**src/rtl/uart_tx_feeder_if.sv**
```systemverilog
// Host-side bundle for the UART transmit feeder: byte writes and transmit
// enable in, FIFO status and UART start strobe/data out.
interface uart_tx_feeder_if #(
  parameter int DEPTH = 8
) ();
  logic                     wr_en;
  logic [7:0]               wr_data;
  logic                     tx_en;
  logic                     full;
  logic                     empty;
  logic [$clog2(DEPTH):0]   count;
  logic                     wr_drop;
  logic                     valid;
  logic [7:0]               data_in;

  // Host / stimulus side
  modport master (
    output wr_en, wr_data, tx_en,
    input  full, empty, count, wr_drop, valid, data_in
  );

  // Feeder side
  modport slave (
    input  wr_en, wr_data, tx_en,
    output full, empty, count, wr_drop, valid, data_in
  );
endinterface

```
**src/rtl/uart_tx_feeder.sv**
```systemverilog
// UART transmit feeder: a circular byte FIFO drained one byte per frame slot.
// Each pop presents the byte on data_in and raises valid for VALID_CYCLES,
// then waits out the rest of the FRAME_CYCLES slot before the next pop.
module uart_tx_feeder #(
  parameter int DEPTH        = 8,
  parameter int VALID_CYCLES = 20832,
  parameter int FRAME_CYCLES = 114576
) (
  input  logic             clk,
  input  logic             reset_n,
  uart_tx_feeder_if.slave  bus
);

  localparam int AW = $clog2(DEPTH);
  localparam int CW = $clog2(FRAME_CYCLES);

  typedef enum logic [1:0] {IDLE, SEND, WAIT} state_t;

  state_t        r_state;
  state_t        w_state_next;
  logic [CW-1:0] r_cnt;
  logic [CW-1:0] w_cnt_next;

  logic [7:0]    r_mem [DEPTH];
  logic [AW-1:0] r_wptr;
  logic [AW-1:0] r_rptr;
  logic [AW:0]   r_count;
  logic          r_drop;
  logic [7:0]    r_data;

  logic          w_full;
  logic          w_empty;
  logic          w_push;
  logic          w_pop;

  // Status flags come straight from the registered count so they always agree
  assign w_full  = (r_count == (AW+1)'(DEPTH));
  assign w_empty = (r_count == '0);
  // Writes are judged against the pre-edge fullness; a same-cycle pop does not rescue them
  assign w_push  = bus.wr_en && !w_full;

  assign bus.full    = w_full;
  assign bus.empty   = w_empty;
  assign bus.count   = r_count;
  assign bus.wr_drop = r_drop;
  assign bus.valid   = (r_state == SEND);
  assign bus.data_in = r_data;

  // Storage array: no reset needed, stale entries are unreachable once pointers clear
  always_ff @(posedge clk) begin
    if (w_push) r_mem[r_wptr] <= bus.wr_data;
  end

  // FIFO pointers, occupancy, drop pulse and the held output byte
  always_ff @(posedge clk or negedge reset_n) begin
    if (!reset_n) begin
      r_wptr  <= '0;
      r_rptr  <= '0;
      r_count <= '0;
      r_drop  <= 1'b0;
      r_data  <= 8'h00;
    end else begin
      r_drop <= bus.wr_en && w_full;
      if (w_push) r_wptr <= r_wptr + 1'b1;
      if (w_pop) begin
        r_rptr <= r_rptr + 1'b1;
        r_data <= r_mem[r_rptr];
      end
      case ({w_push, w_pop})
        2'b10:   r_count <= r_count + 1'b1;
        2'b01:   r_count <= r_count - 1'b1;
        default: r_count <= r_count;
      endcase
    end
  end

  // Frame sequencer state and slot counter
  always_ff @(posedge clk or negedge reset_n) begin
    if (!reset_n) begin
      r_state <= IDLE;
      r_cnt   <= '0;
    end else begin
      r_state <= w_state_next;
      r_cnt   <= w_cnt_next;
    end
  end

  // Next-state: pop on IDLE when enabled, strobe in SEND, fill the slot in WAIT
  always_comb begin
    w_state_next = r_state;
    w_cnt_next   = r_cnt;
    w_pop        = 1'b0;
    case (r_state)
      IDLE: begin
        if (bus.tx_en && !w_empty) begin
          w_pop        = 1'b1;
          w_cnt_next   = '0;
          w_state_next = SEND;
        end
      end
      SEND: begin
        w_cnt_next = r_cnt + 1'b1;
        if (r_cnt == CW'(VALID_CYCLES - 1)) w_state_next = WAIT;
      end
      WAIT: begin
        w_cnt_next = r_cnt + 1'b1;
        if (r_cnt == CW'(FRAME_CYCLES - 1)) begin
          w_cnt_next   = '0;
          w_state_next = IDLE;
        end
      end
      default: begin
        w_cnt_next   = '0;
        w_state_next = IDLE;
      end
    endcase
  end

endmodule

```
**src/flat_wrapper.sv**
```systemverilog
// flat-port wrapper written by rule: the top's interface ports become plain ports
module uart_tx_feeder_flat 
#(
  parameter int DEPTH        = 8,
  parameter int VALID_CYCLES = 20832,
  parameter int FRAME_CYCLES = 114576
)
  (clk, reset_n, bus_wr_en, bus_wr_data, bus_tx_en, bus_full, bus_empty, bus_count, bus_wr_drop, bus_valid, bus_data_in);
  uart_tx_feeder_if #(.DEPTH(DEPTH)) bus_i ();
  input  logic clk;
  input  logic reset_n;
  input wire logic [$bits(bus_i.wr_en)-1:0] bus_wr_en;
  input wire logic [$bits(bus_i.wr_data)-1:0] bus_wr_data;
  input wire logic [$bits(bus_i.tx_en)-1:0] bus_tx_en;
  output wire logic [$bits(bus_i.full)-1:0] bus_full;
  output wire logic [$bits(bus_i.empty)-1:0] bus_empty;
  output wire logic [$bits(bus_i.count)-1:0] bus_count;
  output wire logic [$bits(bus_i.wr_drop)-1:0] bus_wr_drop;
  output wire logic [$bits(bus_i.valid)-1:0] bus_valid;
  output wire logic [$bits(bus_i.data_in)-1:0] bus_data_in;
  assign bus_i.wr_en = bus_wr_en;
  assign bus_i.wr_data = bus_wr_data;
  assign bus_i.tx_en = bus_tx_en;
  assign bus_full = bus_i.full;
  assign bus_empty = bus_i.empty;
  assign bus_count = bus_i.count;
  assign bus_wr_drop = bus_i.wr_drop;
  assign bus_valid = bus_i.valid;
  assign bus_data_in = bus_i.data_in;
  uart_tx_feeder #(.DEPTH(DEPTH), .VALID_CYCLES(VALID_CYCLES), .FRAME_CYCLES(FRAME_CYCLES)) u_core (.clk(clk), .reset_n(reset_n), .bus(bus_i));
endmodule
```
**config.mk**
```make
export PLATFORM = sky130hd
export DESIGN_NAME = uart_tx_feeder_flat
export DESIGN_NICKNAME = d
export VERILOG_FILES = /design/src/rtl/uart_tx_feeder_if.sv /design/src/rtl/uart_tx_feeder.sv /design/src/flat_wrapper.sv
export SDC_FILE = /design/constraint.sdc
export NUM_CORES = 1
export LEC_CHECK = 0
export ABC_CLOCK_PERIOD_IN_PS = 2300
export CAP_MARGIN = 20
export CORE_MARGIN = 3
export CORE_UTILIZATION = 53
export CTS_CLUSTER_SIZE = 25
export DETAILED_ROUTE_END_ITERATION = 12
export GPL_TIMING_DRIVEN = 1
export PLACE_DENSITY = 0.75
export SYNTH_ARGS = -nofsm -noshare
export SYNTH_HDL_FRONTEND = slang
export SYNTH_SLANG_ARGS = --single-unit
export TNS_END_PERCENT = 100
```
**constraint.sdc**
```tcl
create_clock -name clk -period 2.3 [get_ports clk]
set_input_delay 0.46 -clock clk [delete_from_list [all_inputs] [get_ports clk]]
set_output_delay 0.46 -clock clk [all_outputs]
set_load 0.01 [all_outputs]
```
==> results.py <==
metrics = {
    "status": {
        "outcome": "finished clean",
    },
    "critical_path": {
        "crit_fanout": 4,
        "required_ns": 2.59,
        "rr_endpoint": "u_core.bus.count[3]",
        "r2r-start": "u_core.bus.count[1]",
        "r2r.worst_path.cells": 7,
        "worst_setup_path_start_kind": "flip-flop",
        "path_class": "reg2reg",
        "r2r_slack_ns": 0.01,
        "critPathCaptureType": "flip-flop",
        "critical_path_arrival_ns": 2.58,
    },
    "grt": {
        "grt_pass1_vias": 2688,
        "grt_max_degree": 32,
        "grt_use_total": 0.1826,
        "antenna_found_initial": 0,
        "grt_pass1_wl_um": 13720,
        "grt.overflow.total": 0,
    },
    "place": {
        "place_inst": 457,
        "hpwlAfterDp_um": 5533,
        "numPortBuffers": 27,
        "place_congestion": 0.8478,
    },
    "sta": {
        "hold_violations": 0,
        "slew_headroom": 0.6225,
        "finClkSkew_ns": 0.01093,
        "clock.fmax_mhz": 436.8,
        "tns_ns": 0,
        "finalSetupViolCount": 0,
        "worst-slew-pin-transition_ns": 0.5662,
        "slew_viol_final": 0,
        "finalCritPeriodShare": 0.9953,
        "rsz0062_at_grt": "true",
        "min_period_ns": 2.289,
    },
    "clock_tree": {
        "numCtsBuffers": 9,
        "clk_pin_slew_ns": 0.10,
        "clock_latency_ns": 0.36,
        "cts.sinks": 102,
        "cts_root_buf": "clkbuf_8",
        "cts.htree.levels": 3,
        "cts_tree": "done",
        "cts.path.max_buffers": 2,
    },
    "cells_and_area": {
        "n_antenna_cell": 0,
        "final_common_cell": "edfxtp_1",
        "regArea_um2": 2875,
        "area_growth_pct": 17.10,
        "fillers": 558,
        "multiInputGateArea_um2": 1575,
        "utilization": 0.6580,
        "layout_common_cells": "edfxtp_1 (64), nand2_1 (42), dfrtp_1 (36)",
        "layout.cells.non_filler": 475,
        "drive_above_1_share": 0.2064,
        "layout.nets": 390,
    },
    "route": {
        "wl_per_cell_um": 17.41,
        "viasPerCell": 5.756,
        "drt_iter0_markers": 125,
        "antenna_left": 0,
        "routed_wl_um": 8268,
        "remaining_drc_errors": 0,
        "vias": 2734,
        "first_pass_iters": 4,
    },
    "die": {
        "die_x_um": 97.91,
        "rows": 32,
        "die_h_um": 97.91,
        "start_util": 0.5619,
        "core_um2": 7968,
        "dieArea_um2": 9585,
        "ios": 28,
    },
    "synthesis": {
        "avgSynthCellArea_um2": 14.26,
        "ys_ff_latch": 102,
        "ys_seq_area_frac": 0.6417,
        "ys_types": 47,
        "syn_area_um2": 4477,
        "yosys_warnings": 0,
        "syn_nets": 336,
        "synth_flop_cell": "edfxtp_1",
        "synth_edf_count": 64,
        "synth_cells": 314,
        "synthArstFlopShare": 0.3725,
    },
    "power": {
        "p_sw_frac": 0.3294,
        "clkPwrFrac": 0.185,
        "power_density_nw_per_um2": 1078,
        "seq_power_share": 0.444,
        "p_leak_nw": 1.953,
        "combPwrFrac": 0.370,
        "ir_drop_v": 0.0005357,
        "p_int_w": 0.003790,
        "p_sw_w": 0.001862,
    },
    "run": {
        "drv_cap": 0,
    },
    "hold_path": {
        "hold_class": "in2async",
    },
}
[registers in the layout, summed over array words and instances, names as in the netlist]
register	count
u_core.r_mem	64
u_core.r_rptr	3
u_core.bus.count	4
u_core.bus.wr_drop	1
u_core.r_wptr	3
u_core.r_cnt	17
u_core.bus.data_in	8
u_core.r_state	2
[routing by layer]
metal / vias to the layer above / wire length, um / track usage
met4: 0 / 80 / 0.04899
met3: 8 / 426 / 0.04500
li1: 1299 / - / -
met1: 1358 / 3580 / 0.2369
met5: - / 0 / 0
met2: 69 / 4180 / 0.3089
[cells by family after synthesis]
logic type / count (synthesis) / share of synthesized area
muxes: 31 / 0.1157
DFF: 102 / 0.6417
buffers and inverters: 16 / 0.01789
xor gates and xnor gates: 8 / 0.01565
AOI/OAI and AO/OA: 35 / 0.05255
and+or+nand+nor: 112 / 0.1286
adders and majority gates: 10 / 0.02795
[per-stage QoR]
| stage | area (um^2) | worst slack, ns | hold WS [ns] | power [W] |
|---|---|---|---|---|
| after global placement | 5014 | 0.05081 | 0.3194 | 0.004560 |
| after CTS | 5209 | 0.001601 | 0.4645 | 0.005682 |
| after global routing | 5243 | -0.06094 | 0.4648 | 0.006021 |
| after detailed placement | 5014 | -0.03374 | 0.3255 | 0.004626 |
| after floorplan | 4502 | 0.002869 | 0.1644 | 0.003856 |
| final | 5243 | 0.01070 | 0.4676 | 0.005652 |
[final cells by class]
cell class | instances | area share
Clock buffer | 10 | 0.02434
Inverter | 7 | 0.005489
Tap cell | 102 | 0.02434
Sequential cell | 102 | 0.5484
Multi-Input combinational cell | 196 | 0.3005
Clock inverter | 6 | 0.01050
Timing Repair Buffer | 52 | 0.08640
[worst max-delay path, cell delays in order, from the launching register on]
cell and delay (ns):
dfrtp_2 0.42, or4_4 0.57, nand3_4 0.09, inv_4 0.06, ha_4 0.17, or4bb_1 0.51, a211oi_2 0.25, xor2_1 0.16
[worst max path at each step]
stage / start / end / slack, ns / cells past startpoint
3_5_place_dp: bus_tx_en / u_core.bus.count[2] / -0.03 / 10
6_report: u_core.bus.count[1] / u_core.bus.count[3] / 0.01 / 7
3_3_place_gp: bus_tx_en / u_core.bus.count[2] / 0.05 / 10
2_1_floorplan: u_core.bus.count[3] / u_core.bus.count[3] / 0.003 / 7
4_1_cts: u_core.bus.count[3] / u_core.bus.count[2] / 0.002 / 10
5_1_grt: u_core.bus.count[1] / u_core.bus.count[3] / -0.06 / 7
[cell usage after synthesis (all sizes together) (2+ instances only)]
| master | n | area [um^2] |
|---|---|---|
| dfrtp | 38 | 950.9 |
| nor3 | 9 | 60.06 |
| mux4 | 16 | 360.4 |
| nand3 | 20 | 100.1 |
| nand2 | 42 | 157.7 |
| or4 | 5 | 41.29 |
| xor2 | 4 | 35.03 |
| a211oi | 3 | 22.52 |
| xnor2 | 4 | 35.03 |
| nand2b | 5 | 33.78 |
| nand4 | 3 | 18.77 |
| buf | 8 | 50.05 |
| o311ai | 4 | 35.04 |
| ha | 10 | 125.1 |
| nand4b | 2 | 17.52 |
| mux2i | 12 | 120.1 |
| a21oi | 2 | 10.01 |
| nor3b | 2 | 15.01 |
| nor2 | 14 | 52.55 |
| o21ai | 18 | 90.09 |
| edfxtp | 64 | 1922 |
| mux2 | 3 | 37.53 |
| or2 | 3 | 18.77 |
| inv | 7 | 26.28 |
[power by group through the flow]
stage / logic (W) / clock network, W / registers (W)
3_3_place_gp: 0.00202 / 0 / 0.00254
2_1_floorplan: 0.00129 / 0 / 0.00257
4_1_cts: 0.00209 / 0.00108 / 0.00251
3_5_place_dp: 0.00207 / 0 / 0.00255
6_report: 0.00209 / 0.00105 / 0.00251
5_1_grt: 0.00231 / 0.00116 / 0.00255
[repair_timing]
action | CTS | global route
hold buffers | 1 | 0
resized for setup | 3 | 4
buffers inserted | 0 | 1
setup endpoints to repair | 2 | 2
hold endpoints to repair | 7 | 0
pin swaps | 0 | 4
Power figures use the tool's default switching activity.
